===== config.mk =====
export PLATFORM = sky130hd
export DESIGN_NAME = gf_op_sequencer
export DESIGN_NICKNAME = d
export VERILOG_FILES = /design/src/rtl/gf_op_sequencer.sv
export SDC_FILE = /design/constraint.sdc
export NUM_CORES = 1
export LEC_CHECK = 0
export BUFFER_PORTS_ARGS = -buffer_cell sky130_fd_sc_hd__buf_2
export CORE_ASPECT_RATIO = 0.8
export CORE_MARGIN = 1.5
export CORE_UTILIZATION = 23
export DETAILED_ROUTE_END_ITERATION = 7
export HOLD_SLACK_MARGIN = 0.06
export PLACE_DENSITY_LB_ADDON = 0.3
export RECOVER_POWER = 25
export SETUP_SLACK_MARGIN = 0.15
export SLEW_MARGIN = 25
export SYNTH_ARGS = -nofsm -noshare
export SYNTH_HDL_FRONTEND = slang
export SYNTH_SLANG_ARGS = --single-unit
export TNS_END_PERCENT = 1

===== constraint.sdc =====
create_clock -name clk -period 5.5 [get_ports clk]
set_input_delay 0 -clock clk [delete_from_list [all_inputs] [get_ports clk]]
set_output_delay 0 -clock clk [all_outputs]
set_load 0.05 [all_outputs]

===== src/rtl/gf_op_sequencer.sv =====
// Sequencer for a shared add/mult/exp/reduce datapath: accepts one request at a time,
// runs EXEC (and RED for valid GF ops), then holds the result until the consumer takes it.
module gf_op_sequencer #(
    parameter int unsigned DATA_WIDTH = 32
) (
    input  logic                      clk,
    input  logic                      rst_n,
    input  logic                      in_valid,
    output logic                      in_ready,
    input  logic [1:0]                in_op,
    input  logic                      in_carry,
    input  logic [DATA_WIDTH-1:0]     in_a,
    input  logic [DATA_WIDTH-1:0]     in_b,
    input  logic                      cfg_we,
    input  logic [DATA_WIDTH:0]       cfg_poly,
    output logic                      out_valid,
    input  logic                      out_ready,
    output logic [2*DATA_WIDTH-1:0]   out_res,
    output logic                      out_err,
    output logic                      dp_sum_funct,
    output logic                      dp_exp_funct,
    output logic                      dp_red_funct,
    output logic                      dp_carry_option,
    output logic [DATA_WIDTH-1:0]     dp_a,
    output logic [DATA_WIDTH-1:0]     dp_b,
    output logic [DATA_WIDTH:0]       dp_polyn_red_in,
    output logic [2*DATA_WIDTH-1:0]   dp_reduc_in,
    input  logic [DATA_WIDTH-1:0]     dp_out,
    input  logic [2*DATA_WIDTH-1:0]   dp_mult_out
);

    localparam int unsigned N     = DATA_WIDTH;
    localparam int unsigned RES_W = 2 * DATA_WIDTH;

    localparam logic [1:0] OP_ADD    = 2'b00;
    localparam logic [1:0] OP_MUL    = 2'b01;
    localparam logic [1:0] OP_GF_SQR = 2'b11;

    typedef enum logic [1:0] {
        S_IDLE = 2'd0,
        S_EXEC = 2'd1,
        S_RED  = 2'd2,
        S_DONE = 2'd3
    } state_e;

    state_e             state_q, state_d;
    logic [1:0]         op_q, op_d;
    logic               carry_q, carry_d;
    logic [N-1:0]       a_q, a_d;
    logic [N-1:0]       b_q, b_d;
    logic [N:0]         poly_q, poly_d;
    logic [N:0]         lpoly_q, lpoly_d;
    logic [RES_W-1:0]   prod_q, prod_d;
    logic [RES_W-1:0]   res_q, res_d;
    logic               err_q, err_d;
    logic               in_ready_q, in_ready_d;
    logic               out_valid_q, out_valid_d;
    logic               sum_q, sum_d;
    logic               exp_q, exp_d;
    logic               red_q, red_d;
    logic               copt_q, copt_d;
    logic [N-1:0]       dp_b_q, dp_b_d;

    // Next-state, datapath capture and next values of the registered outputs
    always_comb begin
        state_d     = state_q;
        op_d        = op_q;
        carry_d     = carry_q;
        a_d         = a_q;
        b_d         = b_q;
        lpoly_d     = lpoly_q;
        prod_d      = prod_q;
        res_d       = res_q;
        err_d       = err_q;
        poly_d      = cfg_we ? cfg_poly : poly_q;
        sum_d       = 1'b0;
        exp_d       = 1'b0;
        red_d       = 1'b0;
        copt_d      = 1'b0;

        case (state_q)
            S_IDLE: begin
                if (in_valid) begin
                    op_d    = in_op;
                    carry_d = in_carry;
                    a_d     = in_a;
                    b_d     = in_b;
                    lpoly_d = poly_q;
                    err_d   = 1'b0;
                    state_d = S_EXEC;
                end
            end
            S_EXEC: begin
                if (op_q == OP_ADD) begin
                    res_d   = RES_W'(dp_out);
                    err_d   = 1'b0;
                    state_d = S_DONE;
                end else if (op_q == OP_MUL) begin
                    res_d   = dp_mult_out;
                    err_d   = 1'b0;
                    state_d = S_DONE;
                end else begin
                    prod_d = dp_mult_out;
                    // Without the leading term there is no field to reduce into
                    if (lpoly_q[N]) begin
                        state_d = S_RED;
                    end else begin
                        res_d   = dp_mult_out;
                        err_d   = 1'b1;
                        state_d = S_DONE;
                    end
                end
            end
            S_RED: begin
                res_d   = RES_W'(dp_out);
                err_d   = 1'b0;
                state_d = S_DONE;
            end
            S_DONE: begin
                if (out_ready) begin
                    state_d = S_IDLE;
                end
            end
            default: state_d = S_IDLE;
        endcase

        in_ready_d  = (state_d == S_IDLE);
        out_valid_d = (state_d == S_DONE);
        dp_b_d      = b_d;
        if (state_d == S_EXEC) begin
            sum_d  = (op_d == OP_ADD);
            exp_d  = (op_d == OP_GF_SQR);
            copt_d = carry_d & ~op_d[1];
            if (op_d == OP_GF_SQR) begin
                dp_b_d = a_d;
            end
        end
        if (state_d == S_RED) begin
            red_d = 1'b1;
        end
    end

    always_ff @(posedge clk or negedge rst_n) begin
        if (!rst_n) begin
            state_q     <= S_IDLE;
            op_q        <= '0;
            carry_q     <= 1'b0;
            a_q         <= '0;
            b_q         <= '0;
            poly_q      <= '0;
            lpoly_q     <= '0;
            prod_q      <= '0;
            res_q       <= '0;
            err_q       <= 1'b0;
            in_ready_q  <= 1'b1;
            out_valid_q <= 1'b0;
            sum_q       <= 1'b0;
            exp_q       <= 1'b0;
            red_q       <= 1'b0;
            copt_q      <= 1'b0;
            dp_b_q      <= '0;
        end else begin
            state_q     <= state_d;
            op_q        <= op_d;
            carry_q     <= carry_d;
            a_q         <= a_d;
            b_q         <= b_d;
            poly_q      <= poly_d;
            lpoly_q     <= lpoly_d;
            prod_q      <= prod_d;
            res_q       <= res_d;
            err_q       <= err_d;
            in_ready_q  <= in_ready_d;
            out_valid_q <= out_valid_d;
            sum_q       <= sum_d;
            exp_q       <= exp_d;
            red_q       <= red_d;
            copt_q      <= copt_d;
            dp_b_q      <= dp_b_d;
        end
    end

    assign in_ready        = in_ready_q;
    assign out_valid       = out_valid_q;
    assign out_res         = res_q;
    assign out_err         = err_q;
    assign dp_sum_funct    = sum_q;
    assign dp_exp_funct    = exp_q;
    assign dp_red_funct    = red_q;
    assign dp_carry_option = copt_q;
    assign dp_a            = a_q;
    assign dp_b            = dp_b_q;
    assign dp_polyn_red_in = lpoly_q;
    assign dp_reduc_in     = prod_q;

endmodule


==> results.sh <==
export IMPL_reg2regPathDepth=7
export IMPL_synth_seq_cells=302
export IMPL_routabilityCongestion=0.755
export IMPL_yosysTopAreaCell="dfrtp_1"
export IMPL_grt_pass1_vias=9318
export IMPL_rsz0062_at_grt="false"
export IMPL_synth_area_mm2=0.0117
export IMPL_core_area_mm2=0.0501
export IMPL_drv_slew=0
export IMPL_maxCapViolations=0
export IMPL_async_reset_ff_share_pct=100
export IMPL_top_level_ports=433
export IMPL_syn2layout_area_growth_pct=50.9
export IMPL_die_w_um=256
export IMPL_hold_viol=0
export IMPL_cts_resized=0
export IMPL_wl_met1_um=13600
export IMPL_fin_nets=1645
export IMPL_worst_pin_slew_ns=0.959
export IMPL_met2WireLength_um=16100
export IMPL_synth_most_common_cell="dfrtp_1"
export IMPL_vias_per_cell=4.04
export IMPL_die_area_mm2=0.0524
export IMPL_cts_made_buffers=35
export IMPL_dpl_hpwl_um=22200
export IMPL_antenna_found_initial=0
export IMPL_io_buffers=432
export IMPL_fin_setup_tns_ns=0
export IMPL_top_layer="met4"
export IMPL_synth_warning_count=0
export IMPL_clk_latency_ns=0.52
export IMPL_cp_max_fo=40
export IMPL_synth_area_leaders="dfrtp_1, mux2_2, mux2_4"
export IMPL_drt_initial_drc_count=370
export IMPL_cts_tree="done"
export IMPL_n_fill_cell=5054
export IMPL_drive_gt1_share_pct=44.8
export IMPL_netlist_instances=808
export IMPL_synth_nets=1014
export IMPL_htreeDepth=2
export IMPL_slew_headroom_pct=36.1
export IMPL_fmax_mhz=331
export IMPL_postCtsSetupRepairBufs=0
export IMPL_ant_nets=0
export IMPL_ys_seq_area_share_pct=64.3
export IMPL_grt_first_pass_wirelength_um=51700
export IMPL_grt_ovfl_total=0
export IMPL_netlist_area_leader_share_pct=64.1
export IMPL_startpoint_type="register"
export IMPL_die_h_um=205
export IMPL_cts_sinks=302
export IMPL_outcome="completed"
export IMPL_grt_max_degree=151
export IMPL_required_ns=5.91
export IMPL_period_needed_ns=3.02
export IMPL_synth_flop_cell="dfrtp_1"
export IMPL_finalCritPeriodShare_pct=54.9
export IMPL_start_util_pct=23.5
export IMPL_dr_pass1_iters=4
export IMPL_routed_wl_um=32700
export IMPL_num_rows=73
export IMPL_avgSynthCellArea_um2=14.5
export IMPL_cp_end_kind="register"
export IMPL_wl_per_cell_um=15.3
export IMPL_synth_edf_count=0
export IMPL_met3_length_um=2000
export IMPL_track_usage_pct=12.4
export IMPL_fin_worst_skew_ns=0.0116
export IMPL_clockRootBuffer="clkbuf_16"
export IMPL_hp_class="in -> async"
export IMPL_crit_type="reg -> reg"
export IMPL_drc=0
export IMPL_regArea_mm2=0.00756
export IMPL_clk_path_buf_depth=3
export IMPL_netlist_top_cells_count="dfrtp_1, mux2_2, nand2_1"
export IMPL_antenna_cells=0
export IMPL_setup_viol=0
export IMPL_yosysUniqueCellTypes=27
export IMPL_clkTransAtPathRegs_ns=0.06
export IMPL_vias=8637
export IMPL_arrival_ns=3.43
export IMPL_multiInputGateArea_mm2=0.00399
[path summary, 6_finish.rpt]
path                                  from         endpoint  slack [ns]
worst max-delay path            state_q[1]         dp_b[31]        2.48
worst min-delay path                 rst_n  dp_reduc_in[51]        0.10
worst max register to register  state_q[1]         dp_b[31]        2.48
worst min register to register  out_res[4]       out_res[4]        0.47
max in group asynchronous            rst_n        poly_q[5]        4.02
min in group clk                    cfg_we        poly_q[1]        0.23
[cells by family after synthesis]
logic type	Yosys count	synth area share [%]
adders and majority gates	5	0.533
AOI/OAI and AO/OA	73	3.58
buffers and inverters	53	2.05
and+or+nand+nor	114	3.90
DFF	302	64.3
muxes	261	25.6
[placed cells by master (no fill, tap or decap), types with 2 or more instances in the layout]
cell type	n
ha_1	5
dlygate4sd3_1	200
clkinv_2	9
mux2i_1	33
mux2_4	29
nor2_1	6
bufinv_16	2
clkbuf_1	87
inv_1	7
buf_4	7
buf_2	347
o21ai_0	64
clkbuf_8	8
mux2_2	199
a21oi_1	3
nand2_1	97
dfrtp_1	301
clkbuf_16	37
[critical path, stage by stage (launching register included)]
cell and delay (ns):
dfrtp_1 0.45, inv_1 0.13, ha_1 0.22, nand2_4 0.32
and3_1 0.36, o211ai_4 0.51, buf_4 0.50, mux2_2 0.39
[final cells by class]
type	count	area share, %
sequential	302	42.6
clock inverter	13	0.685
multi-input combinational	453	22.5
tap	675	4.76
inverter	7	0.148
clock buffer	48	5.91
timing repair buffer	640	23.4
[routing by layer]
metal	up-vias	GRT usage (%)
li1	4047	-
met1	4290	14.9
met2	231	20.7
met3	69	3.55
met4	0	5.16
met5	-	0
[timing repair]
item                       CTS  global route
setup endpoints to repair    0             0
hold endpoints to repair   360             0
hold buffers               200             0
[sequential cells by signal, indices dropped and copies added, names as in the netlist]
signal	cells
dp_carry_option	1
out_res	64
out_err	1
dp_reduc_in	64
dp_polyn_red_in	33
dp_exp_funct	1
op_q	2
carry_q	1
poly_q	33
dp_red_funct	1
dp_sum_funct	1
state_q	2
out_valid	1
in_ready	1
b_q	32
dp_a	32
dp_b	32
[metrics by stage]
step	hold slack [ns]	utilization (%)	cells	area, um2	setup WS [ns]
floorplan	-0.296	-	808	11700	3.40
global placement	0.0894	29.3	1877	14700	2.34
detailed placement	0.0865	29.3	1877	14700	2.24
CTS	0.104	35.6	2138	17800	2.24
global route	0.145	35.4	2138	17700	2.15
finish	0.102	35.4	2138	17700	2.48
Power is left out: the tool's default activity adds up to more than one toggle a clock period on the data nets, which glitch-free logic cannot reach.
